$ cat config.mk
export PLATFORM = sky130hd
export DESIGN_NAME = udp_header_tx_flat
export DESIGN_NICKNAME = d
export VERILOG_FILES = /design/src/rtl/eth_pkg.sv /design/src/rtl/udp_header_tx_if.sv /design/src/rtl/udp_header_tx.sv /design/src/flat_wrapper.sv
export SDC_FILE = /design/constraint.sdc
export NUM_CORES = 1
export LEC_CHECK = 0
export CAP_MARGIN = 20
export CORE_MARGIN = 8
export CORE_UTILIZATION = 38
export DETAILED_ROUTE_END_ITERATION = 10
export SYNTH_ARGS = -nofsm -noshare
export SYNTH_HDL_FRONTEND = slang
export SYNTH_SLANG_ARGS = --single-unit
$ cat constraint.sdc
create_clock -name aclk -period 6.4 [get_ports aclk]
set_input_delay 0.64 -clock aclk [delete_from_list [all_inputs] [get_ports aclk]]
set_output_delay 0.64 -clock aclk [all_outputs]
set_load 0.01 [all_outputs]
$ cat src/rtl/eth_pkg.sv
// rtl/eth_pkg.sv - shared UDP framer types, constants and header byte select
package eth_pkg;

    localparam int UDP_HDR_LEN = 8;

    typedef enum logic [1:0] {
        IDLE,
        HEADER,
        PAYLOAD,
        DRAIN
    } udp_tx_state_t;

    // Header is big-endian on the wire; the checksum bytes are always zero.
    function automatic logic [7:0] udp_hdr_byte(
        input logic [15:0] port_s,
        input logic [15:0] port_d,
        input logic [15:0] len,
        input logic [2:0]  idx
    );
        case (idx)
            3'd0:    return port_s[15:8];
            3'd1:    return port_s[7:0];
            3'd2:    return port_d[15:8];
            3'd3:    return port_d[7:0];
            3'd4:    return len[15:8];
            3'd5:    return len[7:0];
            default: return 8'h00;
        endcase
    endfunction

endpackage

$ cat src/rtl/udp_header_tx_if.sv
// rtl/udp_header_tx_if.sv - command, payload and segment stream bundle of the UDP framer
interface udp_header_tx_if;
    logic        cmd_valid;
    logic        cmd_ready;
    logic [15:0] port_s;
    logic [15:0] port_d;
    logic [15:0] payload_len;
    logic [7:0]  s_tdata;
    logic        s_tvalid;
    logic        s_tready;
    logic        s_tlast;
    logic [7:0]  m_tdata;
    logic        m_tvalid;
    logic        m_tready;
    logic        m_tlast;
    logic        len_err;

    modport slave (
        input  cmd_valid, port_s, port_d, payload_len,
        input  s_tdata, s_tvalid, s_tlast, m_tready,
        output cmd_ready, s_tready, m_tdata, m_tvalid, m_tlast, len_err
    );

    modport master (
        output cmd_valid, port_s, port_d, payload_len,
        output s_tdata, s_tvalid, s_tlast, m_tready,
        input  cmd_ready, s_tready, m_tdata, m_tvalid, m_tlast, len_err
    );
endinterface

$ cat src/rtl/udp_header_tx.sv
// rtl/udp_header_tx.sv - prepends an 8-byte UDP header to a byte-serial payload stream
module udp_header_tx
    import eth_pkg::*;
#(
    parameter int MAX_PAYLOAD = 1472
) (
    input  logic           aclk,
    input  logic           aresetn,
    udp_header_tx_if.slave bus
);

    localparam logic [2:0] HDR_LAST = 3'(UDP_HDR_LEN - 1);

    udp_tx_state_t state_q, state_d;
    logic [2:0]    idx_q, idx_d;
    logic [15:0]   cnt_q, cnt_d;
    logic [15:0]   port_s_q, port_d_q, len_q, udp_len_q;
    logic          cmd_ready_q, len_err_q;
    logic          err_d, cmd_acc, last_cnt;

    // Written as cnt+1 == len so the zero-length case never wraps.
    assign last_cnt      = ((cnt_q + 16'd1) == len_q);
    assign bus.cmd_ready = cmd_ready_q;
    assign bus.len_err   = len_err_q;

    always_comb begin
        state_d      = state_q;
        idx_d        = idx_q;
        cnt_d        = cnt_q;
        err_d        = 1'b0;
        cmd_acc      = 1'b0;
        bus.s_tready = 1'b0;
        bus.m_tvalid = 1'b0;
        bus.m_tdata  = 8'h00;
        bus.m_tlast  = 1'b0;
        case (state_q)
            IDLE: begin
                if (bus.cmd_valid && cmd_ready_q) begin
                    cmd_acc = 1'b1;
                    if (bus.payload_len > 16'(MAX_PAYLOAD)) begin
                        err_d = 1'b1;
                    end else begin
                        state_d = HEADER;
                        idx_d   = 3'd0;
                    end
                end
            end
            HEADER: begin
                bus.m_tvalid = 1'b1;
                bus.m_tdata  = udp_hdr_byte(port_s_q, port_d_q, udp_len_q, idx_q);
                bus.m_tlast  = (idx_q == HDR_LAST) && (len_q == 16'd0);
                if (bus.m_tready) begin
                    if (idx_q == HDR_LAST) begin
                        state_d = (len_q == 16'd0) ? IDLE : PAYLOAD;
                        cnt_d   = 16'd0;
                    end else begin
                        idx_d = idx_q + 3'd1;
                    end
                end
            end
            PAYLOAD: begin
                bus.m_tdata  = bus.s_tdata;
                bus.m_tvalid = bus.s_tvalid;
                bus.s_tready = bus.m_tready;
                bus.m_tlast  = last_cnt || bus.s_tlast;
                if (bus.s_tvalid && bus.m_tready) begin
                    cnt_d = cnt_q + 16'd1;
                    if (bus.s_tlast) begin
                        state_d = IDLE;
                        err_d   = !last_cnt;
                    end else if (last_cnt) begin
                        state_d = DRAIN;
                        err_d   = 1'b1;
                    end
                end
            end
            DRAIN: begin
                bus.s_tready = 1'b1;
                if (bus.s_tvalid && bus.s_tlast) begin
                    state_d = IDLE;
                end
            end
            default: state_d = IDLE;
        endcase
    end

    always_ff @(posedge aclk or negedge aresetn) begin
        if (!aresetn) begin
            state_q     <= IDLE;
            idx_q       <= 3'd0;
            cnt_q       <= 16'd0;
            port_s_q    <= 16'd0;
            port_d_q    <= 16'd0;
            len_q       <= 16'd0;
            udp_len_q   <= 16'd0;
            cmd_ready_q <= 1'b0;
            len_err_q   <= 1'b0;
        end else begin
            state_q     <= state_d;
            idx_q       <= idx_d;
            cnt_q       <= cnt_d;
            cmd_ready_q <= (state_d == IDLE);
            len_err_q   <= err_d;
            if (cmd_acc) begin
                port_s_q  <= bus.port_s;
                port_d_q  <= bus.port_d;
                len_q     <= bus.payload_len;
                udp_len_q <= bus.payload_len + 16'(UDP_HDR_LEN);
            end
        end
    end

endmodule

$ cat src/flat_wrapper.sv
// flat-port wrapper written by rule: the top's interface ports become plain ports
module udp_header_tx_flat import eth_pkg::*;
#(
    parameter int MAX_PAYLOAD = 1472
)
  (aclk, aresetn, bus_cmd_valid, bus_port_s, bus_port_d, bus_payload_len, bus_s_tdata, bus_s_tvalid, bus_s_tlast, bus_m_tready, bus_cmd_ready, bus_s_tready, bus_m_tdata, bus_m_tvalid, bus_m_tlast, bus_len_err);
  udp_header_tx_if bus_i ();
  input  logic aclk;
  input  logic aresetn;
  input wire logic [$bits(bus_i.cmd_valid)-1:0] bus_cmd_valid;
  input wire logic [$bits(bus_i.port_s)-1:0] bus_port_s;
  input wire logic [$bits(bus_i.port_d)-1:0] bus_port_d;
  input wire logic [$bits(bus_i.payload_len)-1:0] bus_payload_len;
  input wire logic [$bits(bus_i.s_tdata)-1:0] bus_s_tdata;
  input wire logic [$bits(bus_i.s_tvalid)-1:0] bus_s_tvalid;
  input wire logic [$bits(bus_i.s_tlast)-1:0] bus_s_tlast;
  input wire logic [$bits(bus_i.m_tready)-1:0] bus_m_tready;
  output wire logic [$bits(bus_i.cmd_ready)-1:0] bus_cmd_ready;
  output wire logic [$bits(bus_i.s_tready)-1:0] bus_s_tready;
  output wire logic [$bits(bus_i.m_tdata)-1:0] bus_m_tdata;
  output wire logic [$bits(bus_i.m_tvalid)-1:0] bus_m_tvalid;
  output wire logic [$bits(bus_i.m_tlast)-1:0] bus_m_tlast;
  output wire logic [$bits(bus_i.len_err)-1:0] bus_len_err;
  assign bus_i.cmd_valid = bus_cmd_valid;
  assign bus_i.port_s = bus_port_s;
  assign bus_i.port_d = bus_port_d;
  assign bus_i.payload_len = bus_payload_len;
  assign bus_i.s_tdata = bus_s_tdata;
  assign bus_i.s_tvalid = bus_s_tvalid;
  assign bus_i.s_tlast = bus_s_tlast;
  assign bus_i.m_tready = bus_m_tready;
  assign bus_cmd_ready = bus_i.cmd_ready;
  assign bus_s_tready = bus_i.s_tready;
  assign bus_m_tdata = bus_i.m_tdata;
  assign bus_m_tvalid = bus_i.m_tvalid;
  assign bus_m_tlast = bus_i.m_tlast;
  assign bus_len_err = bus_i.len_err;
  udp_header_tx #(.MAX_PAYLOAD(MAX_PAYLOAD)) u_core (.aclk(aclk), .aresetn(aresetn), .bus(bus_i));
endmodule
After elaboration in Yosys (flattened, before gate mapping) --
Cells that the tools add are included.
Storage, ports and cells: input port bits 62, bits in registers 87, output and inout port bits 13, word-level logic and storage cells 75
Cells by class: equality and inequality tests 16, mux-type cells 32, add/subtract/negate cells 3, order comparisons 1, reduce and logical (&&, ||, !) cells 14
Operators by type and width (number):
- two-way mux 16 bit | 3
- one-hot mux 8 bit (6 select lines) | 1
- one-hot mux 16 bit (2 select lines) | 1
- two-way mux 2 bit | 9
- adder 16 x 1 -> 16 bit (second input constant) | 1
- adder 16 x 4 -> 16 bit (second input constant) | 1
- equality test 16 bit | 1
- > comparator 16 x 11 -> 1 bit (second input constant) | 1
- zero test 16 bit | 1
- one-hot mux 8 bit (2 select lines) | 1
- two-way mux 3 bit | 4
- equality test 3 bit (second input constant) | 3
- one-hot mux 1 bit (2 select lines) | 4
- one-hot mux 2 bit (4 select lines) | 1
- two-way mux 1 bit | 7
- equality test 3 x 2 -> 1 bit (second input constant) | 2
- inequality test 2 x 1 -> 1 bit (second input constant) | 3
- inequality test 2 bit (second input constant) | 3
- one-hot mux 3 bit (2 select lines) | 1
- AND reduction 5 bit | 1
- equality test 2 bit (second input constant) | 2
- logical AND 1 bit | 4
- zero test 2 bit | 2
- AND reduction 4 bit | 1
- other kinds (7) | 8

Depth between registers and ports, before layout --
Gate-level depths: netlist of the first run.
word-level depth 7, depth in mapped cells 9, gate-level depth less buffers 9

Least setup slack after synthesis of the first run --
Ideal clock, no wire load.
path kind register -> output, from register u_core.cnt_q[9], to output port bus_m_tlast, path slack 3436 ps, buffers on the path 1, stages on the path, launching flop included 10, required time 5760 ps, data arrival time 2324 ps, cells stage by stage dfrtp_1 clkbuf_1 nand4_1 or4_1 xnor2_1 a211oi_1 nand4_2 ha_1 o22ai_1 and2_1
On the way: cells in the longest elaborated chain, start to end 4
RTL lines:
- start, declared | line udp_header_tx.sv:16 | logic [15:0] cnt_q, cnt_d;
- start signal, assigned | line udp_header_tx.sv:101 | cnt_q <= cnt_d;
- adder 16 x 1 -> 16 bit | line udp_header_tx.sv:22 | assign last_cnt = ((cnt_q + 16'd1) == len_q);
- equality test 16 bit | line udp_header_tx.sv:22
- logical OR 1 bit | line udp_header_tx.sv:65 | bus.m_tlast = last_cnt || bus.s_tlast;
- one-hot mux 1 bit (2 select lines) | line udp_header_tx.sv:36 | case (state_q)
- end, declared | line flat_wrapper.sv:22 | output wire logic [$bits(bus_i.m_tlast)-1:0] bus_m_tlast;
No other way between the ends.

Worst setup path after layout of the first run --
from register u_core.cnt_q[2], to output port bus_m_tlast
Same word-level chain as after synthesis.

==> metrics.csv, run 1 <==
stage,metric,value,unit
outcome,status,"finished, final reports clean",
yosys,post-synthesis sequential area ratio,0.435,
sta,Worst-Margin Slew,1.08,ns
placement,Cells after DPL,694,
clock_network,Post CTS Setup Buffer Count,0,
clock_network,hold buffer count at CTS,0,
yosys,"area leader, netlist",dfrtp_1,
sta,fmax,247,MHz
placement,Final Wtd Congestion,0.848,
routing,Initial DRC Count,303,
clock_network,CTS tree,done,
clock_network,CTS max path bufs,2,
placement,IO Port Bufs,74,
floorplan,Die ar.,0.0166,mm2
global_route,global route total overflow,0,
yosys,synth unique cells,53,
cells_and_area,"commonest non-fill, non-tap cell in the layout",dfrtp_1,
clock_network,H-tree depth,3,
clock_network,clock sink count,84,
critical_path,CP Data Required Time,5.76,ns
yosys,Ys Warns,0,
critical_path,crit path capture type,primary output,
floorplan,die width,129,um
sta,Final Critical Period,4.04,ns
global_route,initial antenna violation count,0,
clock_network,CTS clock-pin slew for the worst setup and hold paths,0.06,ns
routing,post-route DRC violation count,0,
yosys,asr flop ratio synth,1.00,
yosys,"flops & latches, synth",84,
floorplan,site row count,41,
critical_path,Critical Path AT,3.40,ns
critical_path,origin of the critical flop-to-flop path,u_core.state_q[0]$_DFF_PN0_,
cells_and_area,Area Growth Syn to Fin,24.3,%
routing,routed vias/inst,5.51,
sta,final setup margin,2.36,ns
critical_path,Worst Setup SP,u_core.cnt_q[2]$_DFFE_PN0P_,
yosys,Synth Area in Adders,0.0337,
clock_network,clk_lat worst skew,0.34,ns
global_route,largest net degree at the start of global routing,85,
job,Max-Cap Viols,0,
yosys,largest cells by area after synthesis,"dfrtp_1 44%, mux2_2 12%, xnor2_1 4.4%, o21ai_0 3.9%, nand2_1 3.7%",
sta,slew margin rel.,0.281,
clock_network,CTS root buffer,clkbuf_16,
routing,Vias,3920,
clock_network,TritonCTS buffer count,9,
cells_and_area,Post-Layout Cell Count,711,
sta,Setup Viol. Count Final,0,
yosys,area fraction in compound gates after synthesis,0.157,
power,P_leak,2.40,nW
yosys,Post-synth EDFFs,0,
placement,HPWL after DPL,9390,um
cells_and_area,most frequent cells in the layout,"84 x dfrtp_1, 73 x clkdlybuf4s50_1, 50 x mux2_2, 47 x nand2_1, 38 x o21ai_0",
cells_and_area,Layout fillers,1190,
routing,Routed WL per cell,18.2,um
min_path,worst hold path type,input port to async pin,
sta,Final TNS setup,0,ns
cells_and_area,# diodes,0,
routing,Routed Antenna Nets,0,
yosys,largest family of logic cells by synthesized area,compound AO/OA/AOI/OAI gates,
placement,dpl ws,2.72,ns
yosys,XOR/XNOR Fraction of Synth Area,0.0635,
floorplan,Starting Density,0.386,
sta,Final period util,0.632,
yosys,post-synthesis mux area share,0.125,
clock_network,CTS resizes,0,
sta,Hold Slack,0.259,ns
yosys,Synth Area per Inst,10.1,um2
cells_and_area,share of cells above drive strength 1,0.141,
power,PwrDens,405,mW/mm2
critical_path,"Max FO, Critical Path",10,
floorplan,die height,129,um
yosys,Synthesized Nets,553,
power,worst vdd ir,0.232,mV
floorplan,core area,0.0125,mm2
global_route,GRT Total Usage,0.164,
floorplan,I/O pins,75,
critical_path,crit start category,flip-flop,
yosys,post-synthesis cell area,0.00483,mm2
yosys,post-synthesis cell count,478,
yosys,Synth Area in Simple Gates,0.150,
routing,First-pass DRT Iterations,7,
yosys,area share of the largest cell type after synthesis,0.435,
critical_path,CP Class,flip-flop to primary output,
yosys,Main synth FF type,dfrtp_1,
global_route,first-pass GRT wire length,21100,um
power,Power Total,2.43,mW
routing,"wirelength, routed",12900,um
global_route,number of global-route vias before repair,4089,
sta,Final Hold Vio Count,0,
cells_and_area,fin nets,609,
sta,unrepaired setup endpoints after global routing,no,
sta,Pins Over Slew Limit,0,
sta,worst clock skew,0.00608,ns
report_power, final:
| part | internal [mW] | switching [mW] |
|---|---|---|
| logic | 0.486 | 0.462 |
| registers | 0.743 | 0.169 |
| clock network | 0.355 | 0.216 |
| total | 1.58 | 0.847 |
per-layer routing:
layer / global-route usage / wire length [um] / vias to the layer above / share of wire
li1: - / - / 1861 / -
met4: 0.0587 / 289 / 0 / 0.022
met2: 0.270 / 6380 / 92 / 0.49
met1: 0.199 / 5620 / 1944 / 0.44
met5: 0 / 0 / - / 0
met3: 0.0484 / 622 / 23 / 0.048
registers in the layout, indices dropped and copies added, names as in the netlist:
name	flops
u_core.cnt_q	16
u_core.port_d_q	16
u_core.port_s_q	16
u_core.udp_len_q	16
u_core.len_q	13
u_core.idx_q	3
u_core.state_q	2
u_core.bus.cmd_ready	1
u_core.bus.len_err	1
synthesized netlist by cell type, types with 7 or more instances:
library cell	number
a21oi_1	17
a222oi_1	7
a22o_1	7
a22oi_1	15
clkbuf_1	23
dfrtp_1	84
ha_1	13
inv_1	8
mux2_2	50
nand2_1	48
nand3_1	16
nand4_1	8
nor2_1	16
nor2b_1	10
nor3_1	10
o21ai_0	38
xnor2_1	24
xor2_1	11
through the flow:
step | util | instance area, um2
after floorplan | - | 4830
after global placement | 0.452 | 5650
after detailed placement | 0.452 | 5650
after CTS | 0.478 | 5980
after global routing | 0.480 | 6010
final | 0.480 | 6010
logic make-up (layout without fill, tap and decap cells):
| group | Yosys count | in the layout |
|---|---|---|
| AND/OR/NAND/NOR | 139 | 139 |
| buffers and inverters | 40 | 101 |
| multiplexers | 54 | 54 |
| flip-flops | 84 | 84 |
| AO/OA/AOI/OAI | 113 | 113 |
| adder cells (fa/ha/maj) | 13 | 13 |
| XOR/XNOR | 35 | 35 |
path summary, 6_finish.rpt:
kind / depth (start not counted) / slack (ns) / endpoint
min in group aclk: 2 / 0.48 / u_core.udp_len_q[13]$_DFFE_PN0P_
max: 9 / 2.36 / bus_m_tlast
min: 1 / 0.26 / u_core.udp_len_q[15]$_DFFE_PN0P_
max reg2reg: 7 / 3.20 / u_core.cnt_q[9]$_DFFE_PN0P_
max in group asynchronous: 2 / 5.51 / u_core.port_d_q[10]$_DFFE_PN0P_
min reg2reg: 2 / 0.48 / u_core.udp_len_q[13]$_DFFE_PN0P_
worst max-delay path: stages (launching register included):
cell             delay (ns)
dfrtp_1                0.50
nand4_2                0.23
or3_1                  0.41
o31a_1                 0.34
nor4_4                 0.31
nand4_2                0.17
ha_1                   0.23
o22ai_1                0.17
and2_1                 0.16
clkdlybuf4s50_1        0.54
area by class of cell:
cell class / count / area [um2] / share of cell area
Clock buffer: 11 / 243 / 0.0404
Timing Repair Buffer: 76 / 773 / 0.129
Inverter: 9 / 33.8 / 0.00562
Sequential cell: 84 / 2100 / 0.350
Clock inverter: 5 / 83.8 / 0.0140
Multi-Input combinational cell: 354 / 2560 / 0.426
Tap cell: 172 / 215 / 0.0358
(Power assumes the default switching activity.)
==> run 2, diff against run 1 <==
Clock period 6.4 ns to 3.6 ns, I/O delays scaled along.
==> metrics.csv, run 2 (synthesized netlist as in run 1, its figures left out) <==
stage,metric,value,unit,change
critical_path,Worst Path Buf+Inv,1,,unchanged
sta,Hold Slack,0.483,ns,+0.224 ns
critical_path,crit start category,flip-flop,,
routing,Vias,3927,,+0.18%
routing,"wirelength, routed",12900,um,-0.34%
job,Max-Cap Viols,0,,unchanged
clock_network,CTS clock-pin slew for the worst setup and hold paths,0.06,ns,about the same
clock_network,TritonCTS buffer count,9,,unchanged
routing,post-route DRC violation count,0,,unchanged
routing,First-pass DRT Iterations,5,,-2
sta,slew margin rel.,0.487,,+0.205
global_route,number of global-route vias before repair,4031,,-1.4%
sta,Setup Viol. Count Final,0,,unchanged
floorplan,die height,129,um,unchanged
global_route,met2 global-route usage,0.270,,+0.000616
sta,Final TNS setup,0,ns,unchanged
routing,Routed Antenna Nets,0,,unchanged
critical_path,"Max FO, Critical Path",7,,-3
sta,worst clock skew,0.00464,ns,-0.00145 ns
routing,Routed WL per cell,17.8,um,-2.0%
placement,HPWL after DPL,9500,um,+1.3%
cells_and_area,Post-Layout Cell Count,723,,+1.7%
clock_network,H-tree depth,3,,unchanged
critical_path,"delay-heaviest family, CP",simple AND/OR/NAND/NOR gates,,
sta,unrepaired setup endpoints after global routing,no,,
critical_path,CP Data Required Time,3.24,ns,-2.52 ns
cells_and_area,share of cells above drive strength 1,0.187,,+0.0459
global_route,met3 global-route usage,0.0434,,-0.00496
power,worst vdd ir,0.327,mV,+41%
power,PwrDens,705,mW/mm2,+74%
clock_network,CTS root buffer,clkbuf_16,,
critical_path,Critical Path AT,2.82,ns,-0.58 ns
power,P_leak,2.47,nW,+3.2%
routing,routed vias/inst,5.43,,-1.5%
sta,Final Hold Vio Count,0,,unchanged
sta,Final period util,0.885,,
floorplan,die width,129,um,unchanged
critical_path,slowest CP cell,dfrtp_2,,
floorplan,Starting Density,0.386,,unchanged
global_route,most used routing layer,met2,,
min_path,worst hold path type,flip-flop to flip-flop,,
critical_path,worst path cell trace,"nand4_4, or3_1, o31a_1, nor4_4, nand4_2, ha_1, o22ai_1, and2_1, dlymetal6s2s_1",,
cells_and_area,most frequent cells in the layout,"73 x dfrtp_1, 72 x clkdlybuf4s50_1, 50 x mux2_2, 47 x nand2_1, 38 x o21ai_0",,
global_route,GRT Total Usage,0.160,,-0.00318
sta,Worst-Margin Slew,0.767,ns,-0.308 ns
power,Power Total,4.35,mW,+79%
floorplan,Die ar.,0.0166,mm2,unchanged
sta,Final Critical Period,3.18,ns,
floorplan,I/O pins,75,,unchanged
sta,Pins Over Slew Limit,0,,unchanged
global_route,initial antenna violation count,0,,unchanged
cells_and_area,"Core Util, Final",0.493,,+0.0128
global_route,met1 usage,0.200,,+0.00152
sta,fmax,314,MHz,
critical_path,CP Class,flip-flop to primary output,,
routing,Initial DRC Count,358,,+18%
placement,Final Wtd Congestion,0.850,,+0.27%
clock_network,CTS max path bufs,2,,unchanged
placement,IO Port Bufs,74,,unchanged
critical_path,crit path capture type,primary output,,
cells_and_area,fin nets,622,,+2.1%
clock_network,CTS tree,done,,
cells_and_area,# diodes,0,,unchanged
floorplan,core area,0.0125,mm2,unchanged
clock_network,clock sink count,84,,unchanged
cells_and_area,"commonest non-fill, non-tap cell in the layout",dfrtp_1,,
global_route,largest net degree at the start of global routing,85,,unchanged
placement,Cells after DPL,698,,+0.58%
global_route,global route total overflow,0,,unchanged
floorplan,site row count,41,,unchanged
outcome,status,"finished, final reports clean",,
clock_network,clk_lat worst skew,0.34,ns,about the same
global_route,first-pass GRT wire length,20900,um,-1.0%
cells_and_area,Area Growth Syn to Fin,27.7,%,
critical_path,"slowest stage delay, CP",0.44,ns,-0.10 ns
## run 2: stage by stage
step | setup WS [ns] | cell area (um2)
3_3_place_gp | 0.233 | 5700
2_1_floorplan | 0.916 | 4830
4_1_cts | 0.00999 | 6110
3_5_place_dp | 0.202 | 5700
6_report | 0.415 | 6170
5_1_grt | 0.238 | 6170
## run 2: layout make-up
class	instances	area, um2
sequential	84	2120
clock inverter	3	68.8
tap	172	215
clock buffer	12	256
fill	1201	6350
timing repair buffer	89	888
multi-input combinational	354	2590
inverter	9	33.8
## run 2: worst reg2reg max path: stages (launching register included)
cell and delay [ns]:
dfrtp_1 0.38, inv_1 0.09, ha_1 0.38, buf_4 0.27
nand2_1 0.09, nand3_1 0.44, or3_1 0.54, o31ai_1 0.23
a22o_1 0.17
## run 2: timing repair
item	CTS	global route
gates resized for setup	14	5
hold buffers	0	1
endpoints found under the setup margin	1	1
buffers inserted	6	2
cloned	0	0
endpoints found under the hold margin	0	27
pin swaps	1	1
## run 2: metal layers
metal / up-vias / part of all wire
li1: 1882 / -
met2: 81 / 0.51
met3: 11 / 0.048
met5: - / 0
met1: 1953 / 0.43
met4: 0 / 0.0096
## run 2: power breakdown
group          internal, mW  leakage (nW)  total, mW  switching, mW
registers              1.32          1.03       1.62          0.296
logic                 0.895          1.28       1.72          0.828
clock network         0.644         0.159       1.01          0.364
total                  2.86          2.47       4.35           1.49
## run 2: final timing paths
| check | slack (ns) | cells past startpoint | endpoint | from |
|---|---|---|---|---|
| setup / recovery | 0.42 | 9 | bus_m_tlast | u_core.cnt_q[0]$_DFFE_PN0P_ |
| hold reg to reg | 0.48 | 2 | u_core.udp_len_q[10]$_DFFE_PN0P_ | u_core.udp_len_q[10]$_DFFE_PN0P_ |
| setup reg to reg | 0.96 | 8 | u_core.cnt_q[9]$_DFFE_PN0P_ | u_core.state_q[0]$_DFF_PN0_ |
| max in group asynchronous | 2.48 | 3 | u_core.cnt_q[3]$_DFFE_PN0P_ | aresetn |
| min in group asynchronous | 0.49 | 2 | u_core.udp_len_q[13]$_DFFE_PN0P_ | aresetn |
| hold / removal | 0.48 | 2 | u_core.udp_len_q[10]$_DFFE_PN0P_ | u_core.udp_len_q[10]$_DFFE_PN0P_ |
